$ cat src/rtl/mem_req_arbiter_if.sv
// rtl/mem_req_arbiter_if.sv - client request, memory request and tagged response bundle for mem_req_arbiter
interface mem_req_arbiter_if #(
  parameter int NUM_PORTS = 4,
  parameter int ADDR_W    = 32,
  parameter int DATA_W    = 64,
  parameter int TAG_W     = 4
);
  logic [NUM_PORTS-1:0]        req_valid;
  logic [NUM_PORTS-1:0]        req_ready;
  logic [NUM_PORTS-1:0]        req_we;
  logic [NUM_PORTS*ADDR_W-1:0] req_addr;
  logic [NUM_PORTS*DATA_W-1:0] req_wdata;
  logic                        mem_req_valid;
  logic                        mem_req_ready;
  logic                        mem_req_we;
  logic [ADDR_W-1:0]           mem_req_addr;
  logic [DATA_W-1:0]           mem_req_wdata;
  logic [TAG_W-1:0]            mem_req_tag;
  logic                        mem_rsp_valid;
  logic [TAG_W-1:0]            mem_rsp_tag;
  logic [DATA_W-1:0]           mem_rsp_data;
  logic [NUM_PORTS-1:0]        rsp_valid;
  logic [DATA_W-1:0]           rsp_data;
  logic                        err_spurious;

  // Arbiter side
  modport slave (
    input  req_valid, req_we, req_addr, req_wdata,
    input  mem_req_ready, mem_rsp_valid, mem_rsp_tag, mem_rsp_data,
    output req_ready, mem_req_valid, mem_req_we, mem_req_addr, mem_req_wdata, mem_req_tag,
    output rsp_valid, rsp_data, err_spurious
  );

  // Client and memory side
  modport master (
    output req_valid, req_we, req_addr, req_wdata,
    output mem_req_ready, mem_rsp_valid, mem_rsp_tag, mem_rsp_data,
    input  req_ready, mem_req_valid, mem_req_we, mem_req_addr, mem_req_wdata, mem_req_tag,
    input  rsp_valid, rsp_data, err_spurious
  );
endinterface

$ cat src/rtl/mem_req_arbiter.sv
// rtl/mem_req_arbiter.sv - round-robin request merger with tag allocation and response routing
module mem_req_arbiter #(
  parameter int NUM_PORTS = 4,
  parameter int ADDR_W    = 32,
  parameter int DATA_W    = 64,
  parameter int TAG_W     = 4
) (
  input  logic             clk,
  input  logic             reset,
  mem_req_arbiter_if.slave bus
);
  localparam int NTAGS = 1 << TAG_W;
  localparam int PW    = (NUM_PORTS > 1) ? $clog2(NUM_PORTS) : 1;
  localparam int PW1   = PW + 1;

  logic                 mem_req_valid_q, mem_req_valid_d;
  logic                 mem_req_we_q, mem_req_we_d;
  logic [ADDR_W-1:0]    mem_req_addr_q, mem_req_addr_d;
  logic [DATA_W-1:0]    mem_req_wdata_q, mem_req_wdata_d;
  logic [TAG_W-1:0]     mem_req_tag_q, mem_req_tag_d;
  logic [NTAGS-1:0]     free_q, free_d;
  logic [PW-1:0]        owner_q [NTAGS];
  logic [PW-1:0]        owner_d [NTAGS];
  logic [PW-1:0]        rr_q, rr_d;
  logic [NUM_PORTS-1:0] rsp_valid_q, rsp_valid_d;
  logic [DATA_W-1:0]    rsp_data_q, rsp_data_d;
  logic                 err_q, err_d;

  logic                 can_load, found, grant, rsp_hit, tag_avail;
  logic [PW-1:0]        winner;
  logic [PW1-1:0]       cand;
  logic [TAG_W-1:0]     alloc_tag;
  logic [NUM_PORTS-1:0] req_ready;

  // Descending scan so the last hit is the closest port at or after rr_q
  always_comb begin
    found  = 1'b0;
    winner = '0;
    cand   = '0;
    for (int k = NUM_PORTS - 1; k >= 0; k--) begin
      cand = PW1'(rr_q) + PW1'(k);
      if (cand >= PW1'(NUM_PORTS)) begin
        cand = cand - PW1'(NUM_PORTS);
      end
      if (bus.req_valid[cand[PW-1:0]]) begin
        found  = 1'b1;
        winner = cand[PW-1:0];
      end
    end
  end

  always_comb begin
    tag_avail = |free_q;
    alloc_tag = '0;
    for (int t = NTAGS - 1; t >= 0; t--) begin
      if (free_q[t]) begin
        alloc_tag = TAG_W'(t);
      end
    end
  end

  always_comb begin
    can_load  = !mem_req_valid_q || bus.mem_req_ready;
    grant     = reset && can_load && tag_avail && found;
    req_ready = grant ? (NUM_PORTS'(1) << winner) : '0;
    rsp_hit   = bus.mem_rsp_valid && !free_q[bus.mem_rsp_tag];
  end

  // Allocation reads free_q, so a tag retiring this edge is never handed out on it
  always_comb begin
    mem_req_valid_d = mem_req_valid_q;
    mem_req_we_d    = mem_req_we_q;
    mem_req_addr_d  = mem_req_addr_q;
    mem_req_wdata_d = mem_req_wdata_q;
    mem_req_tag_d   = mem_req_tag_q;
    free_d          = free_q;
    owner_d         = owner_q;
    rr_d            = rr_q;
    rsp_valid_d     = '0;
    rsp_data_d      = rsp_data_q;
    err_d           = err_q | (bus.mem_rsp_valid && free_q[bus.mem_rsp_tag]);

    if (grant) begin
      mem_req_valid_d    = 1'b1;
      mem_req_we_d       = bus.req_we[winner];
      mem_req_addr_d     = bus.req_addr[winner*ADDR_W +: ADDR_W];
      mem_req_wdata_d    = bus.req_wdata[winner*DATA_W +: DATA_W];
      mem_req_tag_d      = alloc_tag;
      free_d[alloc_tag]  = 1'b0;
      owner_d[alloc_tag] = winner;
      rr_d               = (winner == PW'(NUM_PORTS - 1)) ? '0 : winner + PW'(1);
    end else if (bus.mem_req_ready) begin
      mem_req_valid_d = 1'b0;
    end

    if (rsp_hit) begin
      free_d[bus.mem_rsp_tag] = 1'b1;
      rsp_valid_d             = NUM_PORTS'(1) << owner_q[bus.mem_rsp_tag];
      rsp_data_d              = bus.mem_rsp_data;
    end
  end

  always_ff @(posedge clk or negedge reset) begin
    if (!reset) begin
      mem_req_valid_q <= 1'b0;
      mem_req_we_q    <= 1'b0;
      mem_req_addr_q  <= '0;
      mem_req_wdata_q <= '0;
      mem_req_tag_q   <= '0;
      free_q          <= '1;
      for (int t = 0; t < NTAGS; t++) begin
        owner_q[t] <= '0;
      end
      rr_q            <= '0;
      rsp_valid_q     <= '0;
      rsp_data_q      <= '0;
      err_q           <= 1'b0;
    end else begin
      mem_req_valid_q <= mem_req_valid_d;
      mem_req_we_q    <= mem_req_we_d;
      mem_req_addr_q  <= mem_req_addr_d;
      mem_req_wdata_q <= mem_req_wdata_d;
      mem_req_tag_q   <= mem_req_tag_d;
      free_q          <= free_d;
      owner_q         <= owner_d;
      rr_q            <= rr_d;
      rsp_valid_q     <= rsp_valid_d;
      rsp_data_q      <= rsp_data_d;
      err_q           <= err_d;
    end
  end

  assign bus.req_ready     = req_ready;
  assign bus.mem_req_valid = mem_req_valid_q;
  assign bus.mem_req_we    = mem_req_we_q;
  assign bus.mem_req_addr  = mem_req_addr_q;
  assign bus.mem_req_wdata = mem_req_wdata_q;
  assign bus.mem_req_tag   = mem_req_tag_q;
  assign bus.rsp_valid     = rsp_valid_q;
  assign bus.rsp_data      = rsp_data_q;
  assign bus.err_spurious  = err_q;
endmodule

$ cat src/flat_wrapper.sv
// flat-port wrapper written by rule: the top's interface ports become plain ports
module mem_req_arbiter_flat 
#(
  parameter int NUM_PORTS = 4,
  parameter int ADDR_W    = 32,
  parameter int DATA_W    = 64,
  parameter int TAG_W     = 4
)
  (clk, reset, bus_req_valid, bus_req_we, bus_req_addr, bus_req_wdata, bus_mem_req_ready, bus_mem_rsp_valid, bus_mem_rsp_tag, bus_mem_rsp_data, bus_req_ready, bus_mem_req_valid, bus_mem_req_we, bus_mem_req_addr, bus_mem_req_wdata, bus_mem_req_tag, bus_rsp_valid, bus_rsp_data, bus_err_spurious);
  mem_req_arbiter_if #(.NUM_PORTS(NUM_PORTS), .ADDR_W(ADDR_W), .DATA_W(DATA_W), .TAG_W(TAG_W)) bus_i ();
  input  logic clk;
  input  logic reset;
  input wire logic [$bits(bus_i.req_valid)-1:0] bus_req_valid;
  input wire logic [$bits(bus_i.req_we)-1:0] bus_req_we;
  input wire logic [$bits(bus_i.req_addr)-1:0] bus_req_addr;
  input wire logic [$bits(bus_i.req_wdata)-1:0] bus_req_wdata;
  input wire logic [$bits(bus_i.mem_req_ready)-1:0] bus_mem_req_ready;
  input wire logic [$bits(bus_i.mem_rsp_valid)-1:0] bus_mem_rsp_valid;
  input wire logic [$bits(bus_i.mem_rsp_tag)-1:0] bus_mem_rsp_tag;
  input wire logic [$bits(bus_i.mem_rsp_data)-1:0] bus_mem_rsp_data;
  output wire logic [$bits(bus_i.req_ready)-1:0] bus_req_ready;
  output wire logic [$bits(bus_i.mem_req_valid)-1:0] bus_mem_req_valid;
  output wire logic [$bits(bus_i.mem_req_we)-1:0] bus_mem_req_we;
  output wire logic [$bits(bus_i.mem_req_addr)-1:0] bus_mem_req_addr;
  output wire logic [$bits(bus_i.mem_req_wdata)-1:0] bus_mem_req_wdata;
  output wire logic [$bits(bus_i.mem_req_tag)-1:0] bus_mem_req_tag;
  output wire logic [$bits(bus_i.rsp_valid)-1:0] bus_rsp_valid;
  output wire logic [$bits(bus_i.rsp_data)-1:0] bus_rsp_data;
  output wire logic [$bits(bus_i.err_spurious)-1:0] bus_err_spurious;
  assign bus_i.req_valid = bus_req_valid;
  assign bus_i.req_we = bus_req_we;
  assign bus_i.req_addr = bus_req_addr;
  assign bus_i.req_wdata = bus_req_wdata;
  assign bus_i.mem_req_ready = bus_mem_req_ready;
  assign bus_i.mem_rsp_valid = bus_mem_rsp_valid;
  assign bus_i.mem_rsp_tag = bus_mem_rsp_tag;
  assign bus_i.mem_rsp_data = bus_mem_rsp_data;
  assign bus_req_ready = bus_i.req_ready;
  assign bus_mem_req_valid = bus_i.mem_req_valid;
  assign bus_mem_req_we = bus_i.mem_req_we;
  assign bus_mem_req_addr = bus_i.mem_req_addr;
  assign bus_mem_req_wdata = bus_i.mem_req_wdata;
  assign bus_mem_req_tag = bus_i.mem_req_tag;
  assign bus_rsp_valid = bus_i.rsp_valid;
  assign bus_rsp_data = bus_i.rsp_data;
  assign bus_err_spurious = bus_i.err_spurious;
  mem_req_arbiter #(.NUM_PORTS(NUM_PORTS), .ADDR_W(ADDR_W), .DATA_W(DATA_W), .TAG_W(TAG_W)) u_core (.clk(clk), .reset(reset), .bus(bus_i));
endmodule
$ cat config.mk
export PLATFORM = sky130hd
export DESIGN_NAME = mem_req_arbiter_flat
export DESIGN_NICKNAME = d
export VERILOG_FILES = /design/src/rtl/mem_req_arbiter_if.sv /design/src/rtl/mem_req_arbiter.sv /design/src/flat_wrapper.sv
export SDC_FILE = /design/constraint.sdc
export NUM_CORES = 1
export LEC_CHECK = 0
export ABC_CLOCK_PERIOD_IN_PS = 3800
export CAP_MARGIN = 25
export CORE_AREA = 2 2 246 248
export CTS_CLUSTER_DIAMETER = 30
export DETAILED_ROUTE_END_ITERATION = 8
export DIE_AREA = 0 0 248 250
export HOLD_SLACK_MARGIN = 0.03
export PLACE_DENSITY_LB_ADDON = 0.08
export SYNTH_ARGS = -nofsm -noshare
export SYNTH_HDL_FRONTEND = slang
export SYNTH_SLANG_ARGS = --single-unit
$ cat constraint.sdc
create_clock -name clk -period 3.8 [get_ports clk]
set_input_delay 0.76 -clock clk [delete_from_list [all_inputs] [get_ports clk]]
set_output_delay 0.76 -clock clk [all_outputs]
set_load 0.02 [all_outputs]
==> results by group <==
Die
  – Top Ports: 639
  – Initial Utilization: approximately a fifth
  – Die Wd: 248 microns
  – Row count: 90
  – Die Ht: 250 microns
  – Core area: 59,600 sq um
  – Total die area: around 62,000 sq um

Clocking
  – TritonCTS clock tree: yes
  – H-tree depth: 3
  – CTS Root Cell: clkbuf_16
  – Setup repair bufs after CTS: 0
  – Resize count post-CTS: 0
  – Clock latency on the worst-skew pair: 0.59 ns
  – Reg clk slew, reported paths: 0.04 ns
  – Hold_buf cts: 0
  – Clock sink count: 221
  – Clock Path Buffers: 3
  – Clock buffer count from CTS: 83

Setup path
  – Critical Path End Type: output pin
  – Worst EP arrival: about 2.9 ns
  – CP Launch Type: input port
  – Crit Path Category: in -> out
  – Crit path required time: ~3.0 ns
  – Crit-path max FO: 3

Pwr
  – Max IR drop VDD: around 0.38 mV
  – Leak pwr: 9.13 nW
  – Cell area power density: 782 nW/um^2

Timing
  – Rel. slew slack: 38.1%
  – Fmax: ~280 MHz
  – Endpoints failing hold: 0
  – Final-report max-slew violation count: 0
  – Skew final: 0.0200 ns
  – Worst slew pin tran: 0.928 ns
  – Setup TNS: 0 ns
  – # setup viols final: 0
  – Unrepaired setup endpoints after global routing: no
  – Final worst path period need: 3.63 ns
  – Final period util: approximately 95%

Synthesis
  – Adder-Cell Fraction of Synth Area: 0.439%
  – Post-Synth XOR/XNOR Area: 0%
  – Yosys cell types: 52
  – Syn Nets: about 1,400
  – Post-synthesis cell count: 945
  – Synth Register Bits: 221
  – Leading post-synthesis cells by cell area: dfrtp_1 45%, mux2i_1 17%, o221ai_1 7.5%, mux2_2 7.2%, nand2_1 4.0%
  – Synth Area in Compound Gates: roughly 11%
  – Syn Area/Cell: 12.1 sq um
  – Post-synthesis simple-gate area fraction: between 7 and 8%
  – Post-synth EDFFs: 0
  – Top cell type's share of synthesized area: a little under half
  – Area of the mapped netlist: 11,400 sq um
  – Post-synth ARST share: 100%
  – Mux cell area share after synthesis: 29.3%
  – Largest area contributor in the netlist: dfrtp_1
  – Largest family of logic cells by synthesized area: multiplexers
  – Seq/Total Area, Yosys: 48.7%
  – Yosys Warn Count: 0
  – Main synth FF type: dfrtp_1

Global route
  – First-pass GRT wire length: between 80,000 and 90,000 microns
  – Largest net degree at the start of global routing: 140
  – Initial antenna violation count: 34
  – Gr ovfl total: 0
  – All-layer global routing usage: 18.2%
  – Vias in the first global route: 11,900

Drt
  – Vias per cell: 4.35
  – Routed Antenna Nets: 0
  – Starting DRT DRC Count: 442
  – Vias: around 11,000
  – Routed WL per cell: 23.2 microns
  – Total routed wirelength: just under 60,000 microns
  – DR pass1 iterations: 4
  – Remaining routing DRC violations: 0

Cells and area
  – Final core occ: between 30% and 40%
  – Finished Layout Cells: between 2,000 and 2,500
  – Nets: roughly 2,100
  – Area delta synth->final: 89.8%
  – Share of cells above drive strength 1: 17.6%

Place
  – Post-DP HPWL: 44,500 microns
  – Port Buffers: 638
  – Routability cong.: 0.863
  – Placed cells: 2,329

Worst hold path
  – Worst hold path class: in -> async

Job
  – MaxCap Viol Count: 0

Outcome
  – Outcome: completed
## layer usage
layer / vias up / track usage [%] / part of all wire, %
met2: 472 / 31.1 / 51
met1: 5239 / 18.7 / 36
met5: - / 0 / 0.27
li1: 4997 / - / -
met4: 22 / 7.72 / 2.8
met3: 120 / 9.00 / 10
## state kept, by name, indices dropped and copies added, names as in the netlist
signal	flops
u_core.free_q	16
u_core.bus.err_spurious	1
u_core.bus.mem_req_addr	32
u_core.bus.mem_req_we	1
u_core.bus.rsp_data	64
u_core.owner_q	32
u_core.bus.rsp_valid	4
u_core.bus.mem_req_tag	4
u_core.bus.mem_req_wdata	64
u_core.rr_q	2
u_core.bus.mem_req_valid	1
## report_power, final
group	internal (W)	switching, W
Combinational	0.00319	0.00324
Clock	0.00470	0.00181
Sequential	0.00336	0.000606
Total	0.0113	0.00566
## metrics by stage
step	power, W	instance area (sq um)	hold WS (ns)	setup slack, ns
after global placement	0.0105	18900	0.468	0.148
after CTS	0.0172	21600	0.261	0.149
final	0.0169	21600	0.268	0.173
after global routing	0.0178	21600	0.289	0.0961
after detailed placement	0.0105	18900	0.472	0.162
after floorplan	0.00728	11400	0.445	0.530
## final timing paths
| check | startpoint | endpoint | slack, ns | cells past startpoint |
|---|---|---|---|---|
| max reg2reg | u_core.free_q[9] | u_core.owner_q[7] | 1.01 | 7 |
| min | reset | u_core.bus.mem_req_wdata[58] | 0.27 | 2 |
| min in group clk | u_core.bus.mem_req_addr[17] | u_core.bus.mem_req_addr[17] | 0.48 | 2 |
| max | bus_req_valid[1] | bus_req_ready[3] | 0.17 | 8 |
| max in group asynchronous | reset | u_core.bus.mem_req_wdata[17] | 2.22 | 3 |
| min reg2reg | u_core.bus.mem_req_addr[17] | u_core.bus.mem_req_addr[17] | 0.48 | 2 |
## worst max-delay path: stages
cell and delay (ns):
clkdlybuf4s50_1 0.48, mux2i_1 0.07, and2_0 0.15, or3_1 0.40
inv_2 0.08, ha_1 0.16, and2_1 0.13, clkdlybuf4s50_1 0.63
## cell type report
type / instances / area [sq um]
Tap cell: 782 / 978
Fill cell: 5945 / 37900
Inverter: 13 / 48.8
Antenna cell: 19 / 47.5
Timing Repair Buffer: 673 / 6770
Clock buffer: 120 / 2370
Sequential cell: 221 / 5550
Multi-Input combinational cell: 640 / 5530
Clock inverter: 25 / 345
## kinds of logic (layout without fill, tap and decap cells)
family                   after synthesis  in the layout
adder cells (fa/ha/maj)                4              4
multiplexers                         299            299
buffers and inverters                 84            831
AND/OR/NAND/NOR                      187            187
flip-flops                           221            221
AO/OA/AOI/OAI                        150            150
other                                  0             19
## cells in the mapped netlist, types with 5 or more instances
| cell | count |
|---|---|
| dfrtp_1 | 205 |
| inv_1 | 12 |
| a22o_1 | 9 |
| nor2_1 | 15 |
| buf_1 | 5 |
| mux4_2 | 13 |
| a21oi_1 | 7 |
| and2_1 | 5 |
| dfstp_2 | 16 |
| mux2i_1 | 195 |
| nand2_1 | 122 |
| o221ai_1 | 97 |
| mux2_2 | 73 |
| clkbuf_1 | 49 |
| mux2_4 | 18 |
| nand3_1 | 5 |
| buf_2 | 13 |
| o21ai_0 | 14 |
| nor2b_1 | 5 |
| nor4_1 | 7 |
## layout by cell type, fill, tap and decap left out, drive strengths merged, types with 2 or more instances in the layout
master / instances
or3: 2
dfstp: 16
o22ai: 2
nand3b: 4
and2: 6
dfrtp: 205
o31ai: 3
and3: 3
mux2i: 195
nand2: 123
a21oi: 7
nor2b: 5
nor3: 4
or2: 3
o21ai: 14
clkinv: 15
buf: 38
bufinv: 7
o221ai: 98
nand3: 5
nor3b: 3
a221o: 2
o2bb2ai: 4
nor4: 7
inv: 16
clkdlybuf4s50: 635
nor2: 17
ha: 4
mux2: 91
nand2b: 4
clkbuf: 120
diode: 19
mux4: 13
a22o: 9
No activity file was read; power rests on OpenSTA's default activity.
